File: config.mk
export PLATFORM = sky130hd
export DESIGN_NAME = fetch_ifid_flat
export DESIGN_NICKNAME = d
export VERILOG_FILES = /design/src/rtl/legv8_pkg.sv /design/src/rtl/fetch_ifid_if.sv /design/src/rtl/pc_reg.sv /design/src/rtl/fetch_ifid.sv /design/src/flat_wrapper.sv
export SDC_FILE = /design/constraint.sdc
export NUM_CORES = 1
export LEC_CHECK = 0
export ABC_AREA = 1
export BUFFER_PORTS_ARGS = -buffer_cell sky130_fd_sc_hd__buf_2
export CAP_MARGIN = 5
export CORE_UTILIZATION = 50
export DETAILED_ROUTE_END_ITERATION = 16
export GPL_TIMING_DRIVEN = 0
export PLACE_DENSITY = 0.86
export SYNTH_ARGS = -nofsm -noshare
export SYNTH_HDL_FRONTEND = slang
export SYNTH_SLANG_ARGS = --single-unit
File: constraint.sdc
create_clock -name clk -period 8.2 [get_ports clk]
set_input_delay 0.82 -clock clk [delete_from_list [all_inputs] [get_ports clk]]
set_output_delay 0.82 -clock clk [all_outputs]
set_load 0.02 [all_outputs]
File: src/rtl/legv8_pkg.sv
// Shared LEGv8 pipeline definitions: datapath widths, the no-op encoding
// and the IF/ID register layout used by fetch and the decode-side hazard logic.
package legv8_pkg;

    localparam int unsigned PC_W    = 64;
    localparam int unsigned INSTR_W = 32;

    localparam logic [INSTR_W-1:0] NOP_INSTR = '0;

    typedef struct packed {
        logic [PC_W-1:0]    pc;
        logic [INSTR_W-1:0] instr;
        logic               valid;
    } if_id_t;

    localparam if_id_t IF_ID_BUBBLE = '{pc: '0, instr: NOP_INSTR, valid: 1'b0};

    // Redirect targets are word-aligned by dropping the low two bits.
    function automatic logic [PC_W-1:0] align_word(input logic [PC_W-1:0] addr);
        return addr & ~(PC_W'(3));
    endfunction

endpackage

File: src/rtl/fetch_ifid_if.sv
// Fetch-stage bus: hazard/branch controls and instruction memory in,
// IF/ID register contents and status out.
interface fetch_ifid_if;
    import legv8_pkg::*;

    logic                 stall;
    logic                 flush;
    logic                 pc_src;
    logic [PC_W-1:0]      branch_target;
    logic [PC_W-1:0]      imem_addr;
    logic [INSTR_W-1:0]   imem_data;
    logic [PC_W-1:0]      if_id_pc;
    logic [INSTR_W-1:0]   if_id_instr;
    logic                 if_id_valid;
    logic                 misalign;
    logic [31:0]          fetch_count;

    // master: the fetch stage itself; slave: hazard unit, memory and decode.
    modport master (
        input  stall, flush, pc_src, branch_target, imem_data,
        output imem_addr, if_id_pc, if_id_instr, if_id_valid, misalign, fetch_count
    );

    modport slave (
        output stall, flush, pc_src, branch_target, imem_data,
        input  imem_addr, if_id_pc, if_id_instr, if_id_valid, misalign, fetch_count
    );

endinterface

File: src/rtl/pc_reg.sv
// Program counter with async reset: takes the aligned branch target on a
// redirect, otherwise advances by one word when enabled.
module pc_reg
    import legv8_pkg::*;
#(
    parameter logic [PC_W-1:0] RESET_PC = '0
) (
    input  logic            clk,
    input  logic            reset,
    input  logic            en,
    input  logic            pc_src,
    input  logic [PC_W-1:0] branch_target,
    output logic [PC_W-1:0] pc
);

    logic [PC_W-1:0] pc_next;

    always_comb begin
        pc_next = pc + PC_W'(4);
        if (pc_src) begin
            pc_next = align_word(branch_target);
        end
    end

    always_ff @(posedge clk or posedge reset) begin
        if (reset) begin
            pc <= RESET_PC;
        end else if (en) begin
            pc <= pc_next;
        end
    end

endmodule

File: src/rtl/fetch_ifid.sv
// LEGv8 instruction fetch with the IF/ID pipeline register, redirect,
// stall and flush handling, misaligned-target flag and fetch counter.
module fetch_ifid
    import legv8_pkg::*;
#(
    parameter logic [PC_W-1:0] RESET_PC = '0
) (
    input  logic          clk,
    input  logic          reset,
    fetch_ifid_if.master  bus
);

    logic [PC_W-1:0] pc;
    if_id_t          ifid_q;
    logic            misalign_q;
    logic [31:0]     cnt_q;
    logic            load_real;

    // An older redirecting branch must move the PC even while fetch is stalled.
    pc_reg #(
        .RESET_PC(RESET_PC)
    ) u_pc_reg (
        .clk           (clk),
        .reset         (reset),
        .en            (!bus.stall || bus.pc_src),
        .pc_src        (bus.pc_src),
        .branch_target (bus.branch_target),
        .pc            (pc)
    );

    assign load_real = !bus.flush && !bus.stall;

    always_ff @(posedge clk or posedge reset) begin
        if (reset) begin
            ifid_q <= IF_ID_BUBBLE;
        end else if (bus.flush) begin
            ifid_q <= IF_ID_BUBBLE;
        end else if (!bus.stall) begin
            ifid_q <= '{pc: pc, instr: bus.imem_data, valid: 1'b1};
        end
    end

    always_ff @(posedge clk or posedge reset) begin
        if (reset) begin
            misalign_q <= 1'b0;
        end else if (bus.pc_src && (bus.branch_target[1:0] != 2'b00)) begin
            misalign_q <= 1'b1;
        end
    end

    always_ff @(posedge clk or posedge reset) begin
        if (reset) begin
            cnt_q <= '0;
        end else if (load_real) begin
            cnt_q <= cnt_q + 32'd1;
        end
    end

    assign bus.imem_addr   = pc;
    assign bus.if_id_pc    = ifid_q.pc;
    assign bus.if_id_instr = ifid_q.instr;
    assign bus.if_id_valid = ifid_q.valid;
    assign bus.misalign    = misalign_q;
    assign bus.fetch_count = cnt_q;

endmodule

File: src/flat_wrapper.sv
// flat-port wrapper written by rule: the top's interface ports become plain ports
module fetch_ifid_flat import legv8_pkg::*;
#(
    parameter logic [PC_W-1:0] RESET_PC = '0
)
  (clk, reset, bus_stall, bus_flush, bus_pc_src, bus_branch_target, bus_imem_data, bus_imem_addr, bus_if_id_pc, bus_if_id_instr, bus_if_id_valid, bus_misalign, bus_fetch_count);
  fetch_ifid_if bus_i ();
  input  logic clk;
  input  logic reset;
  input wire logic [$bits(bus_i.stall)-1:0] bus_stall;
  input wire logic [$bits(bus_i.flush)-1:0] bus_flush;
  input wire logic [$bits(bus_i.pc_src)-1:0] bus_pc_src;
  input wire logic [$bits(bus_i.branch_target)-1:0] bus_branch_target;
  input wire logic [$bits(bus_i.imem_data)-1:0] bus_imem_data;
  output wire logic [$bits(bus_i.imem_addr)-1:0] bus_imem_addr;
  output wire logic [$bits(bus_i.if_id_pc)-1:0] bus_if_id_pc;
  output wire logic [$bits(bus_i.if_id_instr)-1:0] bus_if_id_instr;
  output wire logic [$bits(bus_i.if_id_valid)-1:0] bus_if_id_valid;
  output wire logic [$bits(bus_i.misalign)-1:0] bus_misalign;
  output wire logic [$bits(bus_i.fetch_count)-1:0] bus_fetch_count;
  assign bus_i.stall = bus_stall;
  assign bus_i.flush = bus_flush;
  assign bus_i.pc_src = bus_pc_src;
  assign bus_i.branch_target = bus_branch_target;
  assign bus_i.imem_data = bus_imem_data;
  assign bus_imem_addr = bus_i.imem_addr;
  assign bus_if_id_pc = bus_i.if_id_pc;
  assign bus_if_id_instr = bus_i.if_id_instr;
  assign bus_if_id_valid = bus_i.if_id_valid;
  assign bus_misalign = bus_i.misalign;
  assign bus_fetch_count = bus_i.fetch_count;
  fetch_ifid #(.RESET_PC(RESET_PC)) u_core (.clk(clk), .reset(reset), .bus(bus_i));
endmodule
==> qor.txt, run 1 <==
port bufs - 290
routed vias/inst - 5.45
CP Cell Sequence - ha_1 -> nand2_2 -> inv_1 -> nand3_1 -> nor2_2 -> nand2_1 -> nor2_1 -> nand2_1 -> nand3_1 -> nand2_1
Netlist Area Pre-Place - 0.0102 sq mm
element type at the critical path start - flip-flop
hpwl dp - 28.1 mm
hold buffer count at CTS - 0
drt pass-1 iters - 5
CTS Buffer Depth - 2
max_slew headroom - 54.3%
CP most frequent cell - nand2_1
initial antenna violation count - 0
Total GRT Usage - 34.3%
met3 Use GR - 6.38%
Data arrival, critical path - 2.40 ns
fraction of the mapped netlist area in simple logic gates - 33.8%
Worst Tran Pin Value - 0.686 ns
worst vdd ir - 0.123 mV
fraction of layout cells with a size suffix above 1 - 21.6%
drt total wl - 35.8 mm
# DRC - 0
largest family of logic cells by synthesized area - simple AND/OR/NAND/NOR gates
CTS tree - done
max-slew violations - 0
Worst EP required - 8.53 ns
Buf+Inv Stages, Crit Path - 1
# Post-CTS Setup Buffers - 0
root buffer cell - clkbuf_16
Crit-path slowest cell - dfrtp_1
Sum Neg Setup Slack - 0 ns
initial drt markers - 917
Final Hold Viols - 0
Rows - 51
post-synthesis cell type count - 36
DIE AREA - 0.0210 sq mm
PwrDens - 189 mW/mm^2
vias in the first global route - 10.3k
Worst setup EP type - flip-flop
Final period util - 25.3%
gr busiest metal - met2
Post-Syn Instances - 1387
Max-cap violations - 0
clk_skew - 0.0116 ns
Routed WL per cell - 18.1 um
Final Power - 2.38 mW
worst min path class - in2async
# setup viols final - 0
Max FO, Critical Path - 6
family with the most delay on the worst path - simple AND/OR/NAND/NOR gates
ant diodes - 0
Syn. warnings - 0
Nets - 1801
clock sinks - 191
status - complete, no violations
Max Clock Freq - 483 MHz
total congestion overflow - 0
most frequent cells in the layout - nand2_1, buf_2, dfrtp_1
via count - 10.8k
multiplexer share of the synthesized area - 0%
Fillers - 1755
GR met2 Demand/Resource - 56.3%
Mapped Avg Cell Area - 7.37 sq um
met1 GRT Util - 44.4%
CTS HTree Levels - 4
compound-gate portion of the synthesized area - 8.17%
RSZ-0062 raised after global routing - false
Largest stage delay, worst path - 0.48 ns
synthesis-to-layout area growth - 23.3%
commonest non-fill, non-tap cell in the layout - nand2_1
GP Congestion - 0.980
Die W - 145 um
Initial Util - 51.8%
clock latency on the worst-skew pair - 0.44 ns
post-synthesis xor/xnor area fraction - 3.09%
largest net degree at the start of global routing - 98
cell leakage power - 6.71 nW
cts bufs inserted - 17
#FFs+latches synth - 191
post_cts resized - 0
Seq/Total Area, Yosys - 46.8%
Die H - 145 um
ANT nets after route - 0
WS Path Type - reg2reg
core area - 0.0197 sq mm
minimum clock period - 2.07 ns
clk slew on worst S/H paths - 0.08 ns
first-pass GRT wire length - 55.9 mm
num ports - 295
area share of fa/ha/maj cells after synthesis - 0.245%
max reg flops - 63
==> power breakdown <==
group	leakage (nW)	internal [mW]	total [mW]	switching, mW
combinational	3.96	0.140	0.459	0.319
sequential	2.47	1.02	1.11	0.0911
clock	0.275	0.437	0.813	0.376
==> path summary, 6_finish.rpt <==
check / start / endpoint / slack [ns] / depth (start not counted)
min in group clk: u_core.bus.misalign / u_core.bus.misalign / 0.48 / 1
hold / removal: reset / u_core.bus.if_id_pc[1] / 0.46 / 2
setup / recovery: u_core.u_pc_reg.pc[3] / u_core.u_pc_reg.pc[40] / 6.13 / 10
max in group asynchronous: reset / u_core.u_pc_reg.pc[12] / 6.80 / 3
setup reg to reg: u_core.u_pc_reg.pc[3] / u_core.u_pc_reg.pc[40] / 6.13 / 10
hold reg to reg: u_core.bus.misalign / u_core.bus.misalign / 0.48 / 1
==> logic make-up (layout without fill, tap and decap cells) <==
kind of cell / after synthesis / count (layout)
AOI/OAI and AO/OA: 152 / 152
xor gates and xnor gates: 36 / 36
adders and majority gates: 2 / 2
buffers and inverters: 209 / 531
DFF: 191 / 191
other: 1 / 2
and+or+nand+nor: 796 / 796
==> metal layers <==
metal | part of all wire, % | up-vias
met3 | 8.9 | 83
li1 | - | 5045
met2 | 47 | 588
met4 | 3.9 | 0
met1 | 40 | 5040
met5 | 0 | -
==> synth_stat cells <==
cell,number,share of area [%]
nor2_8,3,0.59
nand3b_2,1,0.11
o211ai_1,8,0.59
nand2_1,413,15
nor3_1,3,0.15
o21ai_0,112,5.5
buf_1,8,0.29
clkbuf_1,37,1.4
buf_2,3,0.15
xor2_1,21,1.8
nor4_2,1,0.12
xnor2_1,15,1.3
inv_1,151,5.5
o311ai_0,1,0.086
nor2_4,7,0.77
nor2_1,141,5.2
ha_1,2,0.24
nand2_4,1,0.11
o221ai_1,6,0.51
clkinv_1,1,0.037
nand3_2,1,0.098
o21bai_1,11,0.81
o21ai_1,13,0.64
nand3b_1,1,0.073
inv_4,1,0.061
inv_2,4,0.15
nand4_1,13,0.80
nand3_1,188,9.2
nor2_2,6,0.37
buf_4,4,0.29
nor3_2,1,0.098
a21oi_1,1,0.049
nand2_2,15,0.92
conb_1,1,0.037
and3_1,1,0.061
dfrtp_1,191,47
==> through the flow <==
| stage | util (%) | area [sq um] | hold slack, ns | instances | setup slack [ns] |
|---|---|---|---|---|---|
| after floorplan | - | 10200 | 0.592 | 1388 | 2.18 |
| after global placement | 60.9 | 12000 | 0.458 | 1943 | 0.163 |
| after detailed placement | 61.1 | 12000 | 0.471 | 1944 | 5.75 |
| after CTS | 63.9 | 12600 | 0.492 | 1975 | 6.14 |
| after global routing | 63.9 | 12600 | 0.502 | 1975 | 5.99 |
| final | 63.9 | 12600 | 0.462 | 1975 | 6.13 |
==> final cells by class <==
cell class,instances,area [sq um],area share [%]
tap,265,332,2.63
buffer,52,214,1.70
clock inverter,11,106,0.844
multi-input combinational,988,4640,36.8
timing repair buffer,291,1480,11.7
sequential,191,4780,37.9
clock buffer,20,457,3.62
inverter,157,599,4.75
No activity file was read; power rests on OpenSTA's default activity.
==> run 2: changes to the inputs <==
==> constraint.sdc (replaced) <==
create_clock -name clk -period 2.09 [get_ports clk]
set_input_delay 0.209 -clock clk [delete_from_list [all_inputs] [get_ports clk]]
set_output_delay 0.209 -clock clk [all_outputs]
set_load 0.02 [all_outputs]
==> qor.txt, run 2 (synthesis results as in run 1) <==
element type at the critical path start - flip-flop
Max-cap violations - 0 (unchanged)
port bufs - 290 (unchanged)
Worst EP required - 2.43 ns (-6.10 ns)
GP Congestion - 0.967 (-1.3%)
Die H - 145 um (unchanged)
Worst setup EP type - flip-flop
Routed WL per cell - 18.3 um (+0.99%)
Final period util - 95.1% (+70 points)
Data arrival, critical path - 2.32 ns (-0.08 ns)
Worst Tran Pin Value - 0.649 ns (-0.0375 ns)
max reg flops - 63 (unchanged)
reg2reg end - u_core.u_pc_reg.pc[44]
core area - 0.0197 sq mm (unchanged)
Hold Slack - 0.00349 ns (-0.458 ns)
synthesis-to-layout area growth - 28.7%
Final Hold Viols - 0 (unchanged)
clk_skew - 0.0169 ns (+0.00535 ns)
PwrDens - 747 mW/mm^2 (+300%)
largest net degree at the start of global routing - 42 (-57%)
flop2flop setup slack - 0.10 ns (-6.03 ns)
worst vdd ir - 0.590 mV (+380%)
Die W - 145 um (unchanged)
Max Clock Freq - 503 MHz (+4.3%)
commonest non-fill, non-tap cell in the layout - nand2_1
# Post-CTS Setup Buffers - 0 (unchanged)
Final Power - 9.82 mW (+310%)
hpwl dp - 27.9 mm (-0.49%)
minimum clock period - 1.99 ns (-0.0849 ns)
fraction of layout cells with a size suffix above 1 - 21.6% (-0.042 points)
initial antenna violation count - 1 (+1)
max-slew violations - 0 (unchanged)
Max FO, Critical Path - 6 (unchanged)
Sum Neg Setup Slack - 0 ns (unchanged)
Initial Util - 51.8% (unchanged)
CTS HTree Levels - 4 (unchanged)
Total GRT Usage - 35.1% (+0.74 points)
clk slew on worst S/H paths - 0.08 ns (about the same)
worst hold stages - 3
DIE AREA - 0.0210 sq mm (unchanged)
hold path start - bus_branch_target[27]
num ports - 295 (unchanged)
final core utilization - 66.7% (+2.8 points)
CTS tree - done
max_slew headroom - 56.8% (+2.5 points)
# setup viols final - 0 (unchanged)
first-pass GRT wire length - 57.2 mm (+2.5%)
Critical R2R Launch - u_core.u_pc_reg.pc[2]
dpl ws - 0.0862 ns (-5.66 ns)
cell leakage power - 6.95 nW (+3.5%)
via count - 11.2k (+4.0%)
most frequent cells in the layout - nand2_1, buf_2, dfrtp_1
R2R depth - 10 (unchanged)
initial drt markers - 1091 (+19%)
CTS Buffer Depth - 2 (unchanged)
vias in the first global route - 10.4k (+1.2%)
worst min path class - in2reg
ANT nets after route - 0 (unchanged)
status - complete, no violations
root buffer cell - clkbuf_16
drt total wl - 37.0 mm (+3.3%)
Rows - 51 (unchanged)
clock sinks - 191 (unchanged)
post-route setup slack - 0.103 ns (-6.03 ns)
total congestion overflow - 0 (unchanged)
# DRC - 0 (unchanged)
Worst Hold End - u_core.u_pc_reg.pc[27]
routed vias/inst - 5.54 (+1.7%)
CP Launch Point - u_core.u_pc_reg.pc[2]
ant diodes - 0 (unchanged)
Nets - 1846 (+2.5%)
drt pass-1 iters - 5 (unchanged)
clock latency on the worst-skew pair - 0.45 ns (about the same)
RSZ-0062 raised after global routing - false
cts bufs inserted - 17 (unchanged)
WS Path Type - reg2reg
run 2: how the worst max path moves through the flow:
| stage | depth (start not counted) | endpoint | slack [ns] |
|---|---|---|---|
| 2_1_floorplan | 1 | u_core.bus.fetch_count[0] | -0.58 |
| 3_3_place_gp | 2 | u_core.bus.if_id_pc[44] | -1.69 |
| 3_5_place_dp | 8 | u_core.u_pc_reg.pc[52] | 0.09 |
| 4_1_cts | 8 | u_core.u_pc_reg.pc[52] | 0.07 |
| 5_1_grt | 9 | u_core.u_pc_reg.pc[60] | 0.02 |
| 6_report | 10 | u_core.u_pc_reg.pc[44] | 0.10 |
run 2: where the power goes:
part	leakage [nW]	total, mW	internal (mW)	switching (mW)
clock	0.312	3.58	2.03	1.56
combinational	4.16	1.88	0.611	1.27
sequential	2.47	4.36	3.99	0.371
total	6.95	9.82	6.63	3.19
run 2: stage by stage:
stage | std cells | cell area, sq um
2_1_floorplan | 1388 | 10200
3_3_place_gp | 1943 | 12000
3_5_place_dp | 1948 | 12100
4_1_cts | 2020 | 13100
5_1_grt | 2020 | 13200
6_report | 2020 | 13200
run 2: cell type report:
class | count | area (sq um)
buffer | 52 | 214
clock buffer | 17 | 425
clock inverter | 14 | 201
fill | 1598 | 6560
inverter | 157 | 596
multi-input combinational | 988 | 4650
sequential | 191 | 4780
tap | 265 | 332
timing repair buffer | 336 | 1960
run 2: layer usage:
layer | routed length, um | global-route usage, % | up-vias
met5 | 9 | 0 | -
met4 | 1650 | 17.1 | 2
met3 | 3260 | 5.60 | 109
met2 | 17700 | 57.9 | 632
met1 | 14400 | 44.9 | 5321
li1 | - | - | 5127
run 2: what timing repair did:
action | 4_1_cts | 5_1_grt
gates resized for setup | 0 | 4
hold buffers | 41 | 0
setup endpoints to repair | 0 | 7
hold endpoints to repair | 57 | 0
run 2: critical path, cell delays in order (launching register included):
cell     delay, ns
dfrtp_1       0.44
ha_1          0.23
nand3_1       0.09
nor2_1        0.24
nand2_1       0.20
inv_1         0.09
nand2_1       0.22
nor2_1        0.16
nand2_1       0.07
nand3_1       0.08
nand2_1       0.06
==> run 3: changes to the inputs <==
--- a/config.mk
+++ b/config.mk
@@ -12,6 +12,7 @@
 export DETAILED_ROUTE_END_ITERATION = 16
 export GPL_TIMING_DRIVEN = 0
 export PLACE_DENSITY = 0.86
+export RECOVER_POWER = 50
 export SYNTH_ARGS = -nofsm -noshare
 export SYNTH_HDL_FRONTEND = slang
 export SYNTH_SLANG_ARGS = --single-unit
==> qor.txt, run 3 (synthesis results as in run 1) <==
initial antenna violation count - 0 (-1)
CTS tree - done
GR met2 Demand/Resource - 57.9% (unchanged)
clk_skew - 0.0167 ns (-0.000273 ns)
GP Congestion - 0.967 (unchanged)
post-route setup slack - 0.0733 ns (-0.0298 ns)
Worst EP required - 2.42 ns (about the same)
Final period util - 96.5% (+1.4 points)
Data arrival, critical path - 2.35 ns (+0.03 ns)
vias in the first global route - 10.4k (unchanged)
max_slew headroom - 37.2% (-20 points)
largest net degree at the start of global routing - 42 (unchanged)
clk slew on worst S/H paths - 0.08 ns (about the same)
max reg flops - 63 (unchanged)
CP most frequent cell - nand2_1
Worst setup EP type - flip-flop
Final Hold Viols - 0 (unchanged)
met1 GRT Util - 44.9% (unchanged)
drt pass-1 iters - 5 (unchanged)
# DRC - 0 (unchanged)
Total GRT Usage - 35.1% (unchanged)
commonest non-fill, non-tap cell in the layout - nand2_1
Sum Neg Setup Slack - 0 ns (unchanged)
CP Cell Sequence - ha_1 -> nand3_1 -> nor2_1 -> nand2_1 -> inv_1 -> nand2_1 -> nor2_1 -> nand2_1 -> nand3_1 -> nand2_1
CTS HTree Levels - 4 (unchanged)
# setup viols final - 0 (unchanged)
worst min path class - in2reg
DIE AREA - 0.0210 sq mm (unchanged)
minimum clock period - 2.02 ns (+0.0298 ns)
met3 Use GR - 5.60% (unchanged)
Nets - 1846 (unchanged)
via count - 11.1k (-0.42%)
ANT nets after route - 0 (unchanged)
Max-cap violations - 0 (unchanged)
num ports - 295 (unchanged)
Sequential Area - 0.00478 sq mm (unchanged)
port bufs - 290 (unchanged)
total congestion overflow - 0 (unchanged)
Crit-path slowest cell - dfrtp_1
most frequent cells in the layout - nand2_1, buf_2, dfrtp_1
element type at the critical path start - flip-flop
Fillers - 1673 (+4.7%)
Max FO, Critical Path - 6 (unchanged)
Largest stage delay, worst path - 0.44 ns (about the same)
status - complete, no violations
Die H - 145 um (unchanged)
initial drt markers - 1035 (-5.1%)
Area after DPL - 0.0121 sq mm (unchanged)
Max Clock Freq - 496 MHz (-1.5%)
Rows - 51 (unchanged)
CTS Buffer Depth - 2 (unchanged)
routed vias/inst - 5.52 (-0.42%)
Initial Util - 51.8% (unchanged)
worst vdd ir - 0.587 mV (-0.56%)
area of the multi-input gates - 0.00464 sq mm (-0.11%)
drt total wl - 37.1 mm (+0.28%)
core area - 0.0197 sq mm (unchanged)
max-slew violations - 0 (unchanged)
Routed WL per cell - 18.3 um (+0.28%)
fraction of layout cells with a size suffix above 1 - 15.9% (-5.7 points)
ant diodes - 0 (unchanged)
clock latency on the worst-skew pair - 0.45 ns (about the same)
Die W - 145 um (unchanged)
RSZ-0062 raised after global routing - false
flop2flop setup slack - 0.07 ns (-0.03 ns)
WS Path Type - reg2reg
first-pass GRT wire length - 57.2 mm (unchanged)
hpwl dp - 27.9 mm (unchanged)
# Post-CTS Setup Buffers - 0 (unchanged)
cts bufs inserted - 17 (unchanged)
cell leakage power - 6.55 nW (-5.6%)
PwrDens - 753 mW/mm^2 (+0.85%)
dpl ws - 0.0862 ns (unchanged)
Worst Tran Pin Value - 0.936 ns (+0.288 ns)
root buffer cell - clkbuf_16
clock sinks - 191 (unchanged)
Finished Cell Area - 0.0130 sq mm (-1.2%)
gr busiest metal - met2
synthesis-to-layout area growth - 27.2%
-- run 3: what timing repair did --
| action | in CTS | in global routing |
|---|---|---|
| hold buffers | 41 | 0 |
| gates resized for setup | 0 | 4 |
| endpoints found under the hold margin | 57 | 0 |
| setup endpoints to repair | 0 | 7 |
-- run 3: path summary, 6_finish.rpt --
kind / to / depth (start not counted) / startpoint
max in group asynchronous: u_core.u_pc_reg.pc[3] / 5 / reset
worst min register to register: u_core.bus.misalign / 1 / u_core.bus.misalign
worst max-delay path: u_core.u_pc_reg.pc[44] / 10 / u_core.u_pc_reg.pc[2]
worst max register to register: u_core.u_pc_reg.pc[44] / 10 / u_core.u_pc_reg.pc[2]
worst min-delay path: u_core.u_pc_reg.pc[27] / 3 / bus_branch_target[27]
min in group asynchronous: u_core.bus.fetch_count[21] / 3 / reset
-- run 3: per-stage QoR --
stage	power, mW	util [%]	hold WS (ns)	instances
floorplan	5.39	-	0.319	1388
global placement	6.13	60.9	0.405	1943
detailed placement	6.20	61.4	0.253	1948
CTS	9.77	66.7	0.00326	2020
global route	10.1	65.9	0.0104	2020
finish	9.79	65.9	0.00228	2020
-- run 3: power by group --
group          internal (mW)  total (mW)  switching (mW)
registers               3.99        4.36           0.374
logic                  0.574        1.84            1.27
clock network           2.03        3.58            1.56
-- run 3: metal layers --
metal	part of all wire (%)	vias up	routed length (um)
met3	8.4	112	3130
met4	4.5	0	1660
met5	0	-	0
met1	39	5274	14600
li1	-	5139	-
met2	48	619	17700
-- run 3: layout make-up --
type / count / area share [%]
clock buffer: 17 / 3.27
sequential: 191 / 36.8
clock inverter: 14 / 1.55
multi-input combinational: 988 / 35.7
timing repair buffer: 336 / 14.0
buffer: 52 / 1.63
tap: 265 / 2.55
inverter: 157 / 4.55
-- run 3: worst max-delay path: cells and delay by family (launching register included) --
family	cells	cell delay [ns]
and+or+nand+nor	8	1.13
buffers and inverters	1	0.09
DFF	1	0.44
adders and majority gates	1	0.23
